### src/rtl/stopwatch_pkg.sv
// rtl/stopwatch_pkg.sv - shared state encoding, switch indices and 7-segment constants
package stopwatch_pkg;

   typedef enum logic [1:0] {
      ST_IDLE = 2'd0,
      ST_RUN  = 2'd1,
      ST_STOP = 2'd2
   } state_t;

   localparam int PSW_START  = 3;
   localparam int PSW_LAP    = 2;
   localparam int PSW_CLEAR  = 1;
   localparam int PSW_RECALL = 0;

   localparam int SEG_DP      = 7;
   localparam int DP_DIGIT    = 2;
   localparam int TENS_S_DIG  = 3;

   // Segment order {g,f,e,d,c,b,a}; codes above 9 never occur and stay dark.
   function automatic logic [6:0] seg_pattern(input logic [3:0] bcd);
      case (bcd)
         4'd0:    return 7'h3F;
         4'd1:    return 7'h06;
         4'd2:    return 7'h5B;
         4'd3:    return 7'h4F;
         4'd4:    return 7'h66;
         4'd5:    return 7'h6D;
         4'd6:    return 7'h7D;
         4'd7:    return 7'h07;
         4'd8:    return 7'h7F;
         4'd9:    return 7'h6F;
         default: return 7'h00;
      endcase
   endfunction

   function automatic logic [3:0] digit_max(input int idx);
      return (idx == TENS_S_DIG) ? 4'd5 : 4'd9;
   endfunction

endpackage

### src/rtl/seg7_dec.sv
// rtl/seg7_dec.sv - BCD digit plus decimal point to active-high segment byte
module seg7_dec
   import stopwatch_pkg::*;
(
   input  logic [3:0] bcd,
   input  logic       dp,
   output logic [7:0] seg
);

   assign seg = {dp, seg_pattern(bcd)};

endmodule

### src/rtl/stopwatch_lap.sv
// rtl/stopwatch_lap.sv - BCD stopwatch with lap memory, recall view and 7-segment outputs
module stopwatch_lap
   import stopwatch_pkg::*;
#(
   parameter int N_DIG     = 4,
   parameter int TICK_DIV  = 10,
   parameter int LAP_DEPTH = 8
) (
   input  logic                 CLK,
   input  logic                 RST,
   input  logic [3:0]           PSW,
   input  logic [3:0]           RSW,
   output logic [8*N_DIG-1:0]   SEG,
   output logic [7:0]           LED
);

   localparam int PW = (TICK_DIV > 1) ? $clog2(TICK_DIV) : 1;
   localparam int AW = (LAP_DEPTH > 1) ? $clog2(LAP_DEPTH) : 1;
   localparam int CW = AW + 1;

   state_t                    state, state_nxt;
   logic [3:0]                psw_r, psw_d, edges;
   logic                      press_ss, press_clear, press_lap, press_recall;
   logic                      run, clear_go, lap_go, recall_go;
   logic [PW-1:0]             pre;
   logic                      tick, wrap, ovf;
   logic [N_DIG-1:0][3:0]     dig, dig_nxt;
   logic [N_DIG-1:0][3:0]     lap_mem [LAP_DEPTH];
   logic [AW-1:0]             wr_ptr, oldest, view_idx, rd_addr;
   logic [CW-1:0]             count;
   logic                      full, view;
   logic [4:0]                cnt5;
   logic [3:0]                cnt_led;
   logic [N_DIG-1:0][3:0]     shown;
   logic [N_DIG-1:0][7:0]     seg_c, seg_q;
   logic [7:0]                led_c;
   logic                      unused_rsw;

   assign unused_rsw = ^RSW[3:1];

   // Registers start all-ones so a switch held through reset release is not a press.
   always_ff @(posedge CLK or posedge RST) begin
      if (RST) begin
         psw_r <= 4'hF;
         psw_d <= 4'hF;
      end else begin
         psw_r <= PSW;
         psw_d <= psw_r;
      end
   end

   assign edges        = psw_r & ~psw_d;
   assign press_clear  = edges[PSW_CLEAR];
   assign press_ss     = edges[PSW_START] & ~press_clear;
   assign press_lap    = edges[PSW_LAP] & ~edges[PSW_START] & ~press_clear;
   assign press_recall = edges[PSW_RECALL] & ~edges[PSW_LAP] & ~edges[PSW_START] & ~press_clear;

   always_ff @(posedge CLK or posedge RST) begin
      if (RST) state <= ST_IDLE;
      else     state <= state_nxt;
   end

   always_comb begin
      state_nxt = state;
      case (state)
         ST_IDLE: if (press_ss) state_nxt = ST_RUN;
         ST_RUN:  if (press_ss) state_nxt = ST_STOP;
         ST_STOP: begin
            if (press_clear)   state_nxt = ST_IDLE;
            else if (press_ss) state_nxt = ST_RUN;
         end
         default: state_nxt = ST_IDLE;
      endcase
   end

   always_comb begin
      run       = (state == ST_RUN);
      clear_go  = (state == ST_STOP) && press_clear;
      lap_go    = (state == ST_RUN) && press_lap;
      recall_go = (state == ST_STOP) && press_recall && (count != '0);
   end

   assign tick = run && (pre == PW'(TICK_DIV - 1));

   always_ff @(posedge CLK or posedge RST) begin
      if (RST)           pre <= '0;
      else if (clear_go) pre <= '0;
      else if (run)      pre <= tick ? '0 : pre + 1'b1;
   end

   // Ripple carry through the digits; a carry out of the top leaves every digit at zero.
   always_comb begin
      logic carry;
      carry   = tick;
      dig_nxt = dig;
      for (int i = 0; i < N_DIG; i++) begin
         if (carry) begin
            if (dig[i] == digit_max(i)) begin
               dig_nxt[i] = 4'd0;
            end else begin
               dig_nxt[i] = dig[i] + 4'd1;
               carry      = 1'b0;
            end
         end
      end
      wrap = carry;
   end

   always_ff @(posedge CLK or posedge RST) begin
      if (RST) begin
         dig <= '0;
         ovf <= 1'b0;
      end else if (clear_go) begin
         dig <= '0;
         ovf <= 1'b0;
      end else begin
         dig <= dig_nxt;
         if (wrap) ovf <= 1'b1;
      end
   end

   always_ff @(posedge CLK) begin
      if (lap_go) lap_mem[wr_ptr] <= dig;
   end

   always_ff @(posedge CLK or posedge RST) begin
      if (RST) begin
         wr_ptr   <= '0;
         oldest   <= '0;
         count    <= '0;
         view_idx <= '0;
      end else if (clear_go) begin
         wr_ptr   <= '0;
         oldest   <= '0;
         count    <= '0;
         view_idx <= '0;
      end else if (lap_go) begin
         wr_ptr   <= wr_ptr + 1'b1;
         view_idx <= '0;
         if (full) oldest <= oldest + 1'b1;
         else      count  <= count + 1'b1;
      end else if (recall_go) begin
         view_idx <= ({1'b0, view_idx} == count - CW'(1)) ? '0 : view_idx + 1'b1;
      end
   end

   assign full    = (count == CW'(LAP_DEPTH));
   assign view    = RSW[0] && (count != '0);
   assign rd_addr = oldest + view_idx;
   assign shown   = view ? lap_mem[rd_addr] : dig;

   genvar g;
   for (g = 0; g < N_DIG; g++) begin : g_dec
      seg7_dec u_dec (
         .bcd (shown[g]),
         .dp  (1'(g == DP_DIGIT)),
         .seg (seg_c[g])
      );
   end

   assign cnt5    = 5'(count);
   assign cnt_led = cnt5[4] ? 4'hF : cnt5[3:0];
   assign led_c   = {cnt_led, view, full, ovf, run};

   always_ff @(posedge CLK or posedge RST) begin
      if (RST) begin
         for (int i = 0; i < N_DIG; i++) seg_q[i] <= {i == DP_DIGIT, seg_pattern(4'd0)};
         LED <= 8'h00;
      end else begin
         seg_q <= seg_c;
         LED   <= led_c;
      end
   end

   assign SEG = seg_q;

endmodule

### config.mk
export PLATFORM = sky130hd
export DESIGN_NAME = stopwatch_lap
export DESIGN_NICKNAME = d
export VERILOG_FILES = /design/src/rtl/stopwatch_pkg.sv /design/src/rtl/seg7_dec.sv /design/src/rtl/stopwatch_lap.sv
export SDC_FILE = /design/constraint.sdc
export NUM_CORES = 1
export LEC_CHECK = 0
export CAP_MARGIN = 15
export CORE_ASPECT_RATIO = 0.7
export CORE_MARGIN = 1.5
export CORE_UTILIZATION = 64
export DETAILED_ROUTE_END_ITERATION = 7
export PLACE_DENSITY = 0.84
export SLEW_MARGIN = 0
export SYNTH_ARGS = -nofsm -noshare
export SYNTH_HDL_FRONTEND = slang
export SYNTH_SLANG_ARGS = --single-unit
### constraint.sdc
create_clock -name CLK -period 6.2 [get_ports CLK]
set_clock_uncertainty 0.1 [all_clocks]
set_input_delay 1.24 -clock CLK [delete_from_list [all_inputs] [get_ports CLK]]
set_output_delay 1.24 -clock CLK [all_outputs]
set_load 0.005 [all_outputs]
==> impl_metrics.yaml <==
pwr:
  internal_power_w: 0.002842
  clock_power_share_pct: 29.4
  netSwitchingFraction_pct: 29.06
  power.density_nw_per_um2: 379.4
  pwr-share-comb_pct: 26.7
  leakagePower_nw: 4.027
  ir_drop_mv: 0.1908
  power_switching_w: 0.001164
  seqPwrFrac_pct: 44.0
critical_path:
  critPathLaunchType: "register"
  crit_buf_inv: 3
  cp_max_fo: 32
  worstPathArrival_ns: 4.22
  cpLargestDelayFamily: "multiplexers"
  max_stage_delay_ns: 0.49
  end_kind: "register"
  required_ns: 6.51
  slowest_stage: "fa_1"
  crit_chain: "ha_2 > inv_1 > fa_1 > buf_4 > mux4_2 > mux2_2 > mux2i_1 > inv_1 > ha_1 > mux2_2 > o21ai_0"
  crit_type: "reg2reg"
place:
  placed_area_um2: 9911
  hpwl_mm: 11.23
  pre_cts_slack_ns: 1.921
  io_buffers: 42
  place_congestion: 0.8074
synth:
  yosysWarnings: 0
  netlist_area_um2: 9321
  avgSynthCellArea_um2: 15.28
  ys_async_sr_fraction_pct: 38.46
  ys_ff_latch: 208
  yosysUniqueCellTypes: 55
  ys_top_cells_by_area: "edfxtp_1 (41%), dfrtp_1 (13%), dfstp_2 (9.0%)"
  synth_top_area_share_pct: 41.23
  synth_ff_type: "edfxtp_1"
  yosys.area.top_type: "edfxtp_1"
  syn-instance-count: 610
  yosysSeqAreaShare_pct: 63.14
  synth_edf_count: 128
sta:
  setup_viol: 0
  fin_crit_ns: 3.910
  period_share_pct: 63.07
  rsz0062_at_grt: "false"
  worstMarginPinSlew_ns: 1.130
  slew_headroom_pct: 24.60
  finalHoldViolCount: 0
  setup_tns_ns: 0
  slew_violations: 0
  max_freq_ghz: 0.2557
  whs_ns: 0.2662
  worst_slack_ns: 2.290
detailed_routing:
  drt_iter0_markers: 468
  routed-wl-met2_mm: 9.412
  wl_per_cell_um: 21.39
  final_antenna_net_count: 0
  post_drt_via_cell_ratio: 6.131
  first_pass_iters: 5
  vias: 5297
  routed.top_layer: "met4"
  drt-met1-wl_mm: 7.417
  met3_length_mm: 1.148
  wirelength_mm: 18.48
  drc_errors: 0
clocking:
  h-tree-depth: 1
  cts.sinks: 208
  cts_setup_buffers: 0
  cts_buffer_depth: 3
  cts_made_buffers: 20
  hold_buffers: 0
  cts_root_buf: "clkbuf_16"
  clock_latency_ns: 0.49
  cts_tree: "built"
  post_cts_resized: 0
  cts.clk_slew.worst_paths_ns: 0.07
layout:
  final_core_util_pct: 75.13
  area_growth_pct: 13.28
  layout-drive-gt1-share_pct: 18.69
  final_area_um2: 10560
  layout_common_cells: "edfxtp_1 (128), dfrtp_1 (48), clkdlybuf4s50_1 (42)"
  fillers: 778
  final_nets: 712
  diodes: 0
  mostFrequentLayoutCell: "edfxtp_1"
floorplan:
  die_area_um2: 15310
  dieHeight_um: 104.0
  die-width_um: 147.2
  num_rows: 36
  initial_core_util_pct: 66.33
  ios: 50
  coreArea_um2: 14050
grt:
  grt_max_degree: 49
  grt_pass1_wl_mm: 29.42
  grt.overflow.total: 0
  antenna_found_initial: 0
  grt.total_usage_pct: 25.16
  grt_pass1_vias: 5423
min_path:
  hp-class: "reg2reg"
run_status:
  outcome: "complete, no violations"
flow_run:
  maxCapViolCount: 0
## synthesized netlist by cell type (7+ instances only)
cell type	n
edfxtp_1	128
dfrtp_1	48
ha_1	41
nor2_1	37
inv_1	34
dfstp_2	32
nand2_1	28
a21oi_1	23
mux2i_1	23
mux4_2	23
o21ai_0	19
nand3_1	16
mux2_2	14
nor3_1	12
o22ai_1	12
xnor2_1	11
mux4_1	9
nand2b_1	8
mux2i_4	7
xor2_1	7
## metrics by stage
stage / power (W) / instances
2_1_floorplan: 0.002466 / 612
3_3_place_gp: 0.002752 / 827
3_5_place_dp: 0.002835 / 827
4_1_cts: 0.004015 / 863
5_1_grt: 0.004177 / 864
6_report: 0.004006 / 864
## state kept, by name, indices dropped and copies added (netlist names)
name,cells
lap_mem,128
LED,8
state,2
psw_d,4
dig,16
oldest,3
pre,4
ovf,1
cnt_led,4
wr_ptr,3
view_idx,3
psw_r,4
SEG,28
## layer usage
| layer | track usage, % | vias to the layer above |
|---|---|---|
| met5 | 0 | - |
| met3 | 3.684 | 45 |
| li1 | - | 2362 |
| met4 | 8.500 | 0 |
| met2 | 41.95 | 217 |
| met1 | 34.49 | 2673 |
## final timing paths
path / startpoint / to / slack [ns] / depth (start not counted)
setup / recovery: view_idx[0]$_DFFE_PP0P_ / SEG[6]$_DFF_PP0_ / 2.29 / 11
hold / removal: psw_r[0]$_DFF_PP1_ / psw_d[0]$_DFF_PP1_ / 0.27 / 0
setup reg to reg: view_idx[0]$_DFFE_PP0P_ / SEG[6]$_DFF_PP0_ / 2.29 / 11
hold reg to reg: psw_r[0]$_DFF_PP1_ / psw_d[0]$_DFF_PP1_ / 0.27 / 0
max in group asynchronous: RST / SEG[14]$_DFF_PP0_ / 3.96 / 3
min in group asynchronous: RST / SEG[6]$_DFF_PP0_ / 1.02 / 2
## cell type report
cell class	count	area, um2	share of cell area (%)
clock inverters	2	13.76	0.1303
inverters	34	128.9	1.221
multi-input cells	348	3201	30.31
repair buffers	48	478.0	4.527
clock buffers	34	614.3	5.818
well taps	190	237.7	2.251
flip-flops and latches	208	5886	55.74
## kinds of logic after synthesis
kind of cell	Yosys count	synth area share (%)
AOI/OAI and AO/OA	74	4.658
buffers and inverters	56	3.262
xor gates and xnor gates	19	1.946
other	2	0.08057
adders and majority gates	42	5.718
muxes	76	13.95
and+or+nand+nor	133	7.248
DFF	208	63.14
## power groups by stage
stage	Sequential (W)	Clock, W	Combinational, W
6_report	0.00176	0.00118	0.00107
5_1_grt	0.00178	0.00123	0.00116
4_1_cts	0.00176	0.00119	0.00107
3_5_place_dp	0.00179	0	0.00105
3_3_place_gp	0.00177	0	0.000978
2_1_floorplan	0.00177	0	0.000693
No activity file was read; power rests on OpenSTA's default activity.
